**src/rtl/spi_master_param.sv**
```systemverilog
// Parametrised full-duplex SPI master: DW-bit word, programmable divider, mode and cs gap.
// Build option SPI_LSB_FIRST_EN adds a per-transfer lsb_first input.
//
// state | meaning
// IDLE  | cs high, waiting for newd
// SETUP | cs low, one tick before the first sclk edge
// XFER  | 2*DW sclk toggles, sample/drive per CPHA
// HOLD  | one tick of cs low after the last edge, then done
// GAP   | CS_GAP ticks of cs high before the next accept
module spi_master_param #(
  parameter int DW      = 12,
  parameter int CLK_DIV = 2,
  parameter int CPOL    = 0,
  parameter int CPHA    = 0,
  parameter int CS_GAP  = 1
) (
  input  logic          clk,
  input  logic          rst,
  input  logic [DW-1:0] din,
  input  logic          newd,
`ifdef SPI_LSB_FIRST_EN
  input  logic          lsb_first,
`endif
  output logic [DW-1:0] dout,
  output logic          done,
  output logic          busy,
  output logic          cs,
  output logic          sclk,
  output logic          mosi,
  input  logic          miso
);

  localparam int   DIV_W  = (CLK_DIV > 1) ? $clog2(CLK_DIV) : 1;
  localparam int   EDGE_W = $clog2(2 * DW);
  localparam int   GAP_W  = (CS_GAP > 1) ? $clog2(CS_GAP) : 1;
  localparam logic CPOL_B = (CPOL != 0);
  localparam logic CPHA_B = (CPHA != 0);

  typedef enum logic [2:0] {IDLE, SETUP, XFER, HOLD, GAP} state_t;

  state_t            state, state_nxt;
  logic [DIV_W-1:0]  div_cnt, div_nxt;
  logic [EDGE_W-1:0] edge_cnt, edge_nxt;
  logic [GAP_W-1:0]  gap_cnt, gap_nxt;
  logic [DW-1:0]     tx_sr, tx_nxt, rx_sr, rx_nxt, dout_nxt;
  logic              lsb_q, lsb_nxt, lsb_in;
  logic              cs_nxt, sclk_nxt, mosi_nxt, busy_nxt, done_nxt;
  logic              tick;

`ifdef SPI_LSB_FIRST_EN
  assign lsb_in = lsb_first;
`else
  assign lsb_in = 1'b0;
`endif

  function automatic logic first_bit(input logic [DW-1:0] v, input logic lsb);
    return lsb ? v[0] : v[DW-1];
  endfunction

  function automatic logic [DW-1:0] shift_out(input logic [DW-1:0] v, input logic lsb);
    return lsb ? (v >> 1) : (v << 1);
  endfunction

  assign tick = (state != IDLE) && (div_cnt == DIV_W'(CLK_DIV - 1));

  always_ff @(posedge clk or posedge rst) begin
    if (rst) begin
      state    <= IDLE;
      div_cnt  <= '0;
      edge_cnt <= '0;
      gap_cnt  <= '0;
      tx_sr    <= '0;
      rx_sr    <= '0;
      lsb_q    <= 1'b0;
      dout     <= '0;
      cs       <= 1'b1;
      sclk     <= CPOL_B;
      mosi     <= 1'b0;
      busy     <= 1'b0;
      done     <= 1'b0;
    end else begin
      state    <= state_nxt;
      div_cnt  <= div_nxt;
      edge_cnt <= edge_nxt;
      gap_cnt  <= gap_nxt;
      tx_sr    <= tx_nxt;
      rx_sr    <= rx_nxt;
      lsb_q    <= lsb_nxt;
      dout     <= dout_nxt;
      cs       <= cs_nxt;
      sclk     <= sclk_nxt;
      mosi     <= mosi_nxt;
      busy     <= busy_nxt;
      done     <= done_nxt;
    end
  end

  always_comb begin
    state_nxt = state;
    div_nxt   = div_cnt;
    edge_nxt  = edge_cnt;
    gap_nxt   = gap_cnt;
    tx_nxt    = tx_sr;
    rx_nxt    = rx_sr;
    lsb_nxt   = lsb_q;
    dout_nxt  = dout;
    cs_nxt    = cs;
    sclk_nxt  = sclk;
    mosi_nxt  = mosi;
    busy_nxt  = busy;
    done_nxt  = 1'b0;

    if (state != IDLE) div_nxt = tick ? '0 : div_cnt + DIV_W'(1);

    unique case (state)
      IDLE: begin
        if (newd) begin
          state_nxt = SETUP;
          div_nxt   = '0;
          edge_nxt  = EDGE_W'(2 * DW - 1);
          cs_nxt    = 1'b0;
          busy_nxt  = 1'b1;
          lsb_nxt   = lsb_in;
          rx_nxt    = '0;
          tx_nxt    = din;
          // CPHA=0 must present the first bit before the first (sampling) edge
          if (!CPHA_B) begin
            mosi_nxt = first_bit(din, lsb_in);
            tx_nxt   = shift_out(din, lsb_in);
          end
        end
      end
      SETUP: if (tick) state_nxt = XFER;
      XFER: begin
        if (tick) begin
          sclk_nxt = ~sclk;
          // edge_cnt counts down from 2*DW-1, so odd values are leading edges
          if (edge_cnt[0] ^ CPHA_B) begin
            rx_nxt = lsb_q ? {miso, rx_sr[DW-1:1]} : {rx_sr[DW-2:0], miso};
          end else if (edge_cnt != '0) begin
            mosi_nxt = first_bit(tx_sr, lsb_q);
            tx_nxt   = shift_out(tx_sr, lsb_q);
          end
          if (edge_cnt == '0) state_nxt = HOLD;
          else edge_nxt = edge_cnt - EDGE_W'(1);
        end
      end
      HOLD: begin
        if (tick) begin
          state_nxt = GAP;
          cs_nxt    = 1'b1;
          dout_nxt  = rx_sr;
          done_nxt  = 1'b1;
          gap_nxt   = GAP_W'(CS_GAP - 1);
        end
      end
      GAP: begin
        if (tick) begin
          if (gap_cnt == '0) begin
            state_nxt = IDLE;
            busy_nxt  = 1'b0;
          end else begin
            gap_nxt = gap_cnt - GAP_W'(1);
          end
        end
      end
      default: state_nxt = IDLE;
    endcase
  end

endmodule

```
**config.mk**
```make
export PLATFORM = sky130hd
export DESIGN_NAME = spi_master_param
export DESIGN_NICKNAME = d
export VERILOG_FILES = /design/src/rtl/spi_master_param.sv
export SDC_FILE = /design/constraint.sdc
export NUM_CORES = 1
export LEC_CHECK = 0
export ABC_CLOCK_PERIOD_IN_PS = 2910
export BUFFER_PORTS_ARGS = -buffer_cell sky130_fd_sc_hd__buf_4
export CAP_MARGIN = 20
export CORE_MARGIN = 2
export CORE_UTILIZATION = 55
export CTS_BUF_LIST = sky130_fd_sc_hd__clkbuf_4 sky130_fd_sc_hd__clkbuf_8 sky130_fd_sc_hd__clkbuf_16
export DETAILED_ROUTE_END_ITERATION = 7
export GPL_TIMING_DRIVEN = 0
export PLACE_DENSITY = 0.85
export SLEW_MARGIN = 10
export SYNTH_ARGS = -nofsm -noshare
export SYNTH_HDL_FRONTEND = slang
export SYNTH_SLANG_ARGS = --single-unit
```
**constraint.sdc**
```tcl
create_clock -name clk -period 2.91 [get_ports clk]
set_input_delay 0.7275 -clock clk [delete_from_list [all_inputs] [get_ports clk]]
set_output_delay 0.7275 -clock clk [all_outputs]
set_load 0.02 [all_outputs]
```
==> out/qor.txt, run 1 <==
RSZ-0062 raised after global routing = no
Max clock buf depth = 2
Dpl cell area = 2590 µm²
I/O pin count = 33
WL per Instance = 14.4 µm
Peak VDD IR = 0.000651 V
Final setup margin = 0.490 ns
Crit path max fanout = 10
First-pass GRT wire length = 7960 µm
Gpl congestion = 0.832
Largest net degree at the start of global routing = 26
Worst Max-Slew Pin Slew = 0.536 ns
Met2 Usage GRT = 36.5%
Fin crit share = 83.1%
Library cells used by synthesis = 41
CP most frequent cell = buf_4
Core Box Area = 3970 µm²
Placed cells = 311
Row count = 23
Share of flip-flops with an asynchronous set or reset = 100%
Post-DP HPWL = 3240 µm
Post-cts sizing count = 0
Grt met1 use = 32.1%
Worst slack, placed = 0.513 ns
Starting Density = 57.1%
Setup-failing EPs final = 0
Post-layout min period = 2.42 ns
GR Layer Usage met3 = 5.76%
Max Cap Viol = 0
Internal reg-to-reg setup slack = 0.49 ns
Power Density = 977 nW/µm²
FF/Latch Area = 1230 µm²
Layout cells sized above 1 = 26.8%
TritonCTS buffer count = 5
Post-synth top area cell = dfrtp_1
CTS tree = yes
Area contributors post-synth = dfrtp_1, nand2_1, mux2i_1
CP max-delay cell = dfrtp_1
Yosys Warn Count = 0
Initial DRC count = 99
DRC violations left = 0
Worst Path Required = 3.14 ns
Worst-path clk slew = 0.09 ns
Cell leakage power = 1.29 nW
Die Area = 4650 µm²
Final Hold Viols = 0
Number of synthesized flops with an enable pin = 0
Max Fclk = 0.413 GHz
Setup total negative slack = 0 ns
Arrival time at the worst endpoint = 2.65 ns
Most frequent cells in the layout = nand2_1, dfrtp_1, buf_4
Fillers = 336
Reg2reg start = state[1]
Top cell type's share of synthesized area = 53.0%
Clock Sinks = 49
Most Used Layer, Global Route = met2
Area of the multi-input gates = 937 µm²
Seq/Total Area, Yosys = 54.2%
CP startpoint kind = flop
Largest stage delay, worst path = 0.43 ns
Status = finished, final reports clean
Final ANT Viol Nets = 0
Layout Area Growth over Synthesis = 19.3%
Cts hold-fix bufs = 0
Post-route cell area = 2700 µm²
Total wire length = 4600 µm
Die width = 68.2 µm
Main synth FF type = dfrtp_1
Most common cell after layout, fill and taps aside = nand2_1
R2R depth = 10
Root Driver = clkbuf_8
Syn Inst Count = 228
Router iterations before antenna repair = 4
Min-delay worst type = in -> async
Utilization after layout = 68.1%
Relative slew slack = 64.2%
ANT cells = 0
Reg2reg end = rx_sr[1]
Final Non-Filler Cells = 319
Yosys reg bits = 49
Via density = 5.34
Clk_lat worst skew = 0.31 ns
H-tree depth = 2
Mean Syn Cell Area = 9.94 µm²
Die extent in y = 68.2 µm
Vias in the first global route = 1629
Vias after detailed routing = 1705
GR Overflow Total = 0
Total GRT Usage = 23.6%
Sequence of cells on the critical path = buf_4, nor3_1, inv_1, ha_1, buf_4, and3_1, o21ai_2, buf_2, nand2_1, o21ai_1
Cell Area, Synth = 2270 µm²
Syn Nets = 247
Number of nets in the layout = 287
Crit path kind = reg -> reg
Initial antenna violation count = 0
Setup Skew = 0.00822 ns
Slew Viols, Final = 0
PortBufs = 32
Crit path capture type = flop
Setup Buffers After CTS = 0
worst max-delay path, delay by kind of cell (launching register included):
family                     cells  cell delay, ns
buffers and inverters          4            0.76
and+or+nand+nor                3            0.66
DFF                            1            0.43
AOI/OAI and AO/OA              2            0.30
adders and majority gates      1            0.20
worst max-delay path by stage:
stage / from / to / slack, ns
final: state[1] / rx_sr[1] / 0.49
after global routing: state[1] / rx_sr[11] / 0.26
after CTS: state[1] / rx_sr[1] / 0.49
after detailed placement: state[1] / rx_sr[1] / 0.51
after global placement: rst / edge_cnt[4] / 0.39
after floorplan: state[1] / rx_sr[0] / 0.87
final cells by class:
class / count / area share, %
Inverter: 7 / 0.972
Clock buffer: 6 / 2.82
Buffer: 12 / 2.78
Tap cell: 50 / 2.31
Clock inverter: 2 / 1.43
Multi-Input combinational cell: 160 / 34.7
Sequential cell: 49 / 45.4
Timing Repair Buffer: 33 / 9.63
cells by family after synthesis:
group	synth area share (%)
adder cells (fa/ha/maj)	1.66
XOR/XNOR	0.773
AND/OR/NAND/NOR	17.5
flip-flops	54.2
multiplexers	4.86
AO/OA/AOI/OAI	16.6
buffers and inverters	4.47
cells in the mapped netlist, drive strengths merged (2+ instances only):
cell     number
a21oi        23
a2bb2oi       2
a31oi         3
buf          12
dfrtp        48
ha            3
inv           7
mux2i        11
nand2        66
nand4         2
nor2          5
nor2b         3
nor3          3
nor3b         2
o21ai        19
xnor2         2
flip-flops by register name, summed over array words and instances (netlist names):
| name | cells |
|---|---|
| edge_cnt | 5 |
| busy | 1 |
| dout | 12 |
| tx_sr | 11 |
| div_cnt | 1 |
| sclk | 1 |
| done | 1 |
| mosi | 1 |
| rx_sr | 12 |
| cs | 1 |
| state | 3 |
per-layer routing:
layer / share of wire, % / vias to the layer above
met1: 46 / 811
met3: 3.8 / 6
met2: 48 / 35
met4: 1.6 / 0
li1: - / 853
met5: 0 / -
where the power goes:
part / switching (mW) / internal [mW]
clock network: 0.227 / 0.267
registers: 0.170 / 0.867
logic: 0.666 / 0.446
stage by stage:
step | total power, mW | hold WS, ns
finish | 2.64 | 0.453
global route | 2.82 | 0.492
CTS | 2.66 | 0.470
detailed placement | 2.15 | 0.456
global placement | 2.09 | 0.453
floorplan | 1.85 | 0.439
Power figures use the tool's default switching activity.
==> run 2: changes to the inputs <==
--- a/config.mk
+++ b/config.mk
@@ -5,7 +5,7 @@
 export SDC_FILE = /design/constraint.sdc
 export NUM_CORES = 1
 export LEC_CHECK = 0
-export ABC_CLOCK_PERIOD_IN_PS = 2910
+export ABC_CLOCK_PERIOD_IN_PS = 2340
 export BUFFER_PORTS_ARGS = -buffer_cell sky130_fd_sc_hd__buf_4
 export CAP_MARGIN = 20
 export CORE_MARGIN = 2
==> constraint.sdc (replaced) <==
create_clock -name clk -period 2.34 [get_ports clk]
set_input_delay 0.585 -clock clk [delete_from_list [all_inputs] [get_ports clk]]
set_output_delay 0.585 -clock clk [all_outputs]
set_load 0.02 [all_outputs]
==> run 2 against run 1 <==
Effect of this change:
- design area grew 0.79%
- clock skew is essentially flat
- power grew 26%
- count of clock-buffer cells in the layout is the same
- cell count is the same
- hold slack lost 0.14 ns
- flip-flop and latch count is the same
- core utilization grew 0.54 points
- sequential share of layout area shrank 0.35 points
- via count grew 1.1%
- critical endpoint unchanged
- largest cell class unchanged
- highest routed layer unchanged
==> out/qor.txt, run 2 (synthesized netlist as in run 1, its figures left out) <==
Final setup margin = 0.160 ns (-0.330 ns)
Cell leakage power = 1.30 nW (+0.34%)
Worst Path Required = 2.53 ns (-0.61 ns)
Reg2reg end = rx_sr[1]
Row count = 23 (unchanged)
Crit path to = rx_sr[1]
Cts hold-fix bufs = 0 (unchanged)
ANT cells = 0 (unchanged)
Dpl cell area = 2590 µm² (unchanged)
Router iterations before antenna repair = 4 (unchanged)
Crit path capture type = flop
Largest net degree at the start of global routing = 26 (unchanged)
Die extent in y = 68.2 µm (unchanged)
Biggest regs = dout (12), rx_sr (12), tx_sr (11)
Net Sw Power = 1.35 mW (+27%)
PortBufs = 32 (unchanged)
Gpl congestion = 0.832 (unchanged)
Die width = 68.2 µm (unchanged)
Final ANT Viol Nets = 0 (unchanged)
Worst-path clk slew = 0.09 ns (about the same)
Layout Area Growth over Synthesis = 20.3%
Setup total negative slack = 0 ns (unchanged)
Combinational power share = 42.5% (+0.4 points)
WL per Instance = 14.6 µm (+1.3%)
Via density = 5.40 (+1.1%)
CP most frequent cell = buf_4
DRC violations left = 0 (unchanged)
Vias after detailed routing = 1724 (+1.1%)
Worst setup path startpoint = state[1]
Initial antenna violation count = 0 (unchanged)
Total wire length = 4660 µm (+1.3%)
Post-layout min period = 2.18 ns (-0.240 ns)
CTS tree = yes
First-pass GRT wire length = 7990 µm (+0.35%)
Fin crit share = 93.2% (+10 points)
Slew Viols, Final = 0 (unchanged)
Setup Buffers After CTS = 0 (unchanged)
Clock Power Share = 18.4% (-0.3 points)
Crit path kind = reg -> reg
CP max-delay cell = dfrtp_1
Crit path max fanout = 10 (unchanged)
Stages on worst setup path = 9 (-1)
Peak VDD IR = 0.000813 V (+25%)
Reg2reg start = state[1]
Arrival time at the worst endpoint = 2.37 ns (-0.28 ns)
TritonCTS buffer count = 5 (unchanged)
Initial DRC count = 106 (+7.1%)
Layout cells sized above 1 = 27.1% (+0.37 points)
Total GRT Usage = 23.7% (+0.11 points)
Power Density = 1220 nW/µm² (+25%)
Worst Max-Slew Pin Slew = 0.532 ns (-0.00352 ns)
GR Overflow Total = 0 (unchanged)
Number of nets in the layout = 287 (unchanged)
Kind of cell adding the most delay to the critical path = buffers and inverters
CP startpoint kind = flop
Internal reg-to-reg setup slack = 0.16 ns (-0.33 ns)
Max Fclk = 0.459 GHz (+11%)
Die Area = 4650 µm² (unchanged)
Core Box Area = 3970 µm² (unchanged)
Sequence of cells on the critical path = buf_4, nor3_4, inv_1, ha_1, buf_4, and3_1, o21ai_4, buf_2, o21ai_1
Max Cap Viol = 0 (unchanged)
Overall Power = 3.33 mW (+26%)
Buf+Inv Stages, Crit Path = 4 (unchanged)
Final Hold Viols = 0 (unchanged)
Post-route cell area = 2730 µm² (+0.79%)
Setup Skew = 0.00806 ns (-0.000154 ns)
Sw frac = 40.5% (+0.33 points)
Clk_lat worst skew = 0.31 ns (about the same)
R2R depth = 9 (-1)
Register share of total power = 39.1% (about the same)
Root Driver = clkbuf_8
Clock Sinks = 49 (unchanged)
Largest stage delay, worst path = 0.42 ns (about the same)
Vias in the first global route = 1627 (-0.12%)
Max clock buf depth = 2 (unchanged)
Relative slew slack = 64.5% (+0.23 points)
Most frequent cells in the layout = nand2_1, dfrtp_1, buf_4
RSZ-0062 raised after global routing = no
Setup-failing EPs final = 0 (unchanged)
Worst hold slack = 0.310 ns (-0.144 ns)
Most common cell after layout, fill and taps aside = nand2_1
Utilization after layout = 68.6% (+0.54 points)
Int Power = 1.98 mW (+25%)
Final Non-Filler Cells = 319 (unchanged)
Post-DP HPWL = 3240 µm (unchanged)
Min-delay worst type = in -> async
I/O pin count = 33 (unchanged)
Starting Density = 57.1% (unchanged)
Placed cells = 311 (unchanged)
H-tree depth = 2 (unchanged)
Worst slack, placed = -0.0567 ns (-0.570 ns)
Status = finished, final reports clean
==> run 2: cell count changes in the layout (fill, tap and decap cells not counted), sizes merged <==
cell | previous run | this run
buf | 45 | 44
clkbuf | 6 | 7
==> run 2: how the worst min path moves through the flow <==
stage	start	depth (start not counted)	to	slack, ns
2_1_floorplan	rx_sr[11]	2	dout[11]	0.44
3_3_place_gp	rx_sr[11]	2	dout[11]	0.45
3_5_place_dp	rx_sr[11]	2	dout[11]	0.46
4_1_cts	rst	2	dout[2]	0.33
5_1_grt	rst	2	dout[2]	0.35
6_report	rst	2	rx_sr[8]	0.31
==> run 2: layout make-up <==
cell class,count,area (µm²)
repair buffers,33,260
multi-input cells,160,956
clock inverters,2,38.8
flip-flops and latches,49,1230
clock buffers,6,76.3
inverters,7,26.3
well taps,50,62.6
fillers,332,1250
plain buffers,12,77.6
==> run 2: repair_timing <==
item | CTS | global route
endpoints found under the setup margin | 12 | 12
gates resized for setup | 1 | 3
hold endpoints to repair | 0 | 0
==> run 2: power by group through the flow <==
| stage | Clock [mW] | Sequential, mW | Combinational [mW] |
|---|---|---|---|
| after floorplan | 0 | 1.30 | 1.00 |
| after global placement | 0 | 1.28 | 1.32 |
| after detailed placement | 0 | 1.30 | 1.38 |
| after CTS | 0.625 | 1.29 | 1.40 |
| after global routing | 0.657 | 1.33 | 1.57 |
| final | 0.614 | 1.30 | 1.42 |
==> run 2: metal layers <==
layer	wire [µm]	track usage, %
met4	74	9.00
met1	2140	32.5
met2	2250	36.5
met3	196	5.76
met5	0	0
==> run 3: changes to the inputs <==
--- a/config.mk
+++ b/config.mk
@@ -13,7 +13,7 @@
 export CTS_BUF_LIST = sky130_fd_sc_hd__clkbuf_4 sky130_fd_sc_hd__clkbuf_8 sky130_fd_sc_hd__clkbuf_16
 export DETAILED_ROUTE_END_ITERATION = 7
 export GPL_TIMING_DRIVEN = 0
-export PLACE_DENSITY = 0.85
+export PLACE_DENSITY = 0.76
 export SLEW_MARGIN = 10
 export SYNTH_ARGS = -nofsm -noshare
 export SYNTH_HDL_FRONTEND = slang
==> run 3 against run 2 <==
Effect of this change:
- via count shrank 2.6%
- combinational power about the same
- largest cell class unchanged
- count of clock-buffer cells in the layout shrank 1
- clock power shrank 17%
- non-clock buffer count did not move
- critical endpoint is now rx_sr[6]
- cell count unchanged
- sequential share of layout area rose by 0.38 points
- wire length down 3.9%
- largest power group unchanged
- flip-flop and latch count unchanged
==> out/qor.txt, run 3 (synthesized netlist as in run 1, its figures left out) <==
Crit path capture type = flop
Cell leakage power = 1.29 nW (-0.98%)
Min-delay worst type = in -> async
Arrival time at the worst endpoint = 2.33 ns (-0.04 ns)
Gpl congestion = 0.761 (-8.5%)
FF/Latch Area = 1230 µm² (unchanged)
WL per Instance = 14.0 µm (-3.9%)
Die extent in y = 68.2 µm (unchanged)
Starting Density = 57.1% (unchanged)
Setup Buffers After CTS = 0 (unchanged)
Vias in the first global route = 1618 (-0.55%)
Biggest regs = dout (12), rx_sr (12), tx_sr (11)
Power Density = 1180 nW/µm² (-3.6%)
Number of nets in the layout = 287 (unchanged)
Post-route cell area = 2700 µm² (-0.83%)
Max Cap Viol = 0 (unchanged)
Root Driver = clkbuf_8
Fillers = 340 (+2.4%)
DRC violations left = 0 (unchanged)
Core Box Area = 3970 µm² (unchanged)
Post-layout min period = 2.10 ns (-0.0773 ns)
ANT cells = 0 (unchanged)
Fin crit share = 89.9% (-3.3 points)
Crit path max fanout = 10 (unchanged)
Total GRT Usage = 22.4% (-1.3 points)
Relative slew slack = 65.4% (+0.92 points)
Sequence of cells on the critical path = buf_4, nor3_4, inv_1, ha_1, buf_4, and3_1, o21ai_4, buf_4, nand2_1, o21ai_0
Final Non-Filler Cells = 319 (unchanged)
Setup Skew = 0.00961 ns (+0.00155 ns)
Final ANT Viol Nets = 0 (unchanged)
Worst Path Required = 2.57 ns (+0.04 ns)
Worst Max-Slew Pin Slew = 0.518 ns (-0.0141 ns)
CTS tree = yes
Largest net degree at the start of global routing = 37 (+42%)
Dpl cell area = 2590 µm² (unchanged)
GR Overflow Total = 0 (unchanged)
H-tree depth = 2 (unchanged)
Most frequent cells in the layout = nand2_1, dfrtp_1, buf_4
Placed cells = 311 (unchanged)
Layout Area Growth over Synthesis = 19.3%
Max clock buf depth = 2 (unchanged)
Post-DP HPWL = 3150 µm (-2.8%)
CP startpoint kind = flop
R2R depth = 10 (+1)
Kind of cell adding the most delay to the critical path = buffers and inverters
TritonCTS buffer count = 5 (unchanged)
Vias after detailed routing = 1679 (-2.6%)
Stages on worst setup path = 10 (+1)
Status = finished, final reports clean
Area of the multi-input gates = 956 µm² (unchanged)
Initial DRC count = 166 (+57%)
Crit path kind = reg -> reg
Slew Viols, Final = 0 (unchanged)
RSZ-0062 raised after global routing = no
Largest stage delay, worst path = 0.43 ns (about the same)
Row count = 23 (unchanged)
PortBufs = 32 (unchanged)
Most common cell after layout, fill and taps aside = nand2_1
Max Fclk = 0.476 GHz (+3.7%)
Layout cells sized above 1 = 27.1% (unchanged)
Die Area = 4650 µm² (unchanged)
I/O pin count = 33 (unchanged)
Die width = 68.2 µm (unchanged)
Via density = 5.26 (-2.6%)
CP most frequent cell = buf_4
Router iterations before antenna repair = 4 (unchanged)
Worst-path clk slew = 0.10 ns (about the same)
Initial antenna violation count = 0 (unchanged)
Clock Sinks = 49 (unchanged)
Setup-failing EPs final = 0 (unchanged)
Buf+Inv Stages, Crit Path = 4 (unchanged)
CP max-delay cell = dfrtp_1
Clk_lat worst skew = 0.30 ns (about the same)
First-pass GRT wire length = 7540 µm (-5.6%)
Final Hold Viols = 0 (unchanged)
Total wire length = 4480 µm (-3.9%)
Peak VDD IR = 0.000669 V (-18%)
-- run 3: cell types whose count changed in the layout (fill, tap and decap cells not counted), sizes merged --
cell,delta
clkbuf,-2
buf,+1
bufinv,-1
clkinvlp,+1
inv,+1
-- run 3: worst paths after layout --
kind                           from  slack, ns  endpoint
min reg2reg                 dout[7]       0.48   dout[7]
min                             rst       0.24  dout[10]
max                        state[1]       0.24  rx_sr[6]
min in group clk            dout[7]       0.48   dout[7]
max in group asynchronous       rst       1.55        cs
max reg2reg                state[1]       0.24  rx_sr[6]
-- run 3: what timing repair did --
item | in CTS | in global routing
gates resized for setup | 1 | 6
hold buffers | 0 | 0
endpoints found under the setup margin | 12 | 12
-- run 3: cell type report --
class                           count  share of cell area, %
Tap cell                           50                   2.31
Inverter                            7                  0.972
Timing Repair Buffer               33                   9.63
Buffer                             12                   2.96
Clock buffer                        5                   2.55
Sequential cell                    49                   45.4
Multi-Input combinational cell    160                   35.4
Clock inverter                      3                  0.787
-- run 3: worst reg2reg max path, delay by kind of cell, from the launching register on --
family          cells  cell delay [ns]
buf+inv             4             0.66
simple gates        3             0.49
flops               1             0.43
compound gates      2             0.27
fa+ha+maj           1             0.18
-- run 3: power breakdown --
part | internal, mW | total, mW | switching, mW
clock | 0.213 | 0.507 | 0.294
sequential | 1.08 | 1.28 | 0.202
combinational | 0.575 | 1.40 | 0.822
-- run 3: stage by stage --
step	util [%]	hold WS (ns)	TNS, ns	total power [mW]	worst slack [ns]
after detailed placement	65.2	0.463	-0.00241	2.66	-0.00241
after global routing	68.1	0.243	0	3.43	0.0662
after floorplan	-	0.439	0	2.30	0.295
after CTS	67.6	0.239	0	3.18	0.0882
final	68.1	0.238	0	3.18	0.237
after global placement	64.7	0.459	-2.52	2.61	-0.0546
-- run 3: routing by layer --
layer  up-vias  global-route usage (%)  wire [µm]
li1        851                       -          -
met1       783                    33.0       2240
met2        41                    32.4       2000
met3         4                    5.43        189
met4         0                    7.25         48
met5         -                       0          0
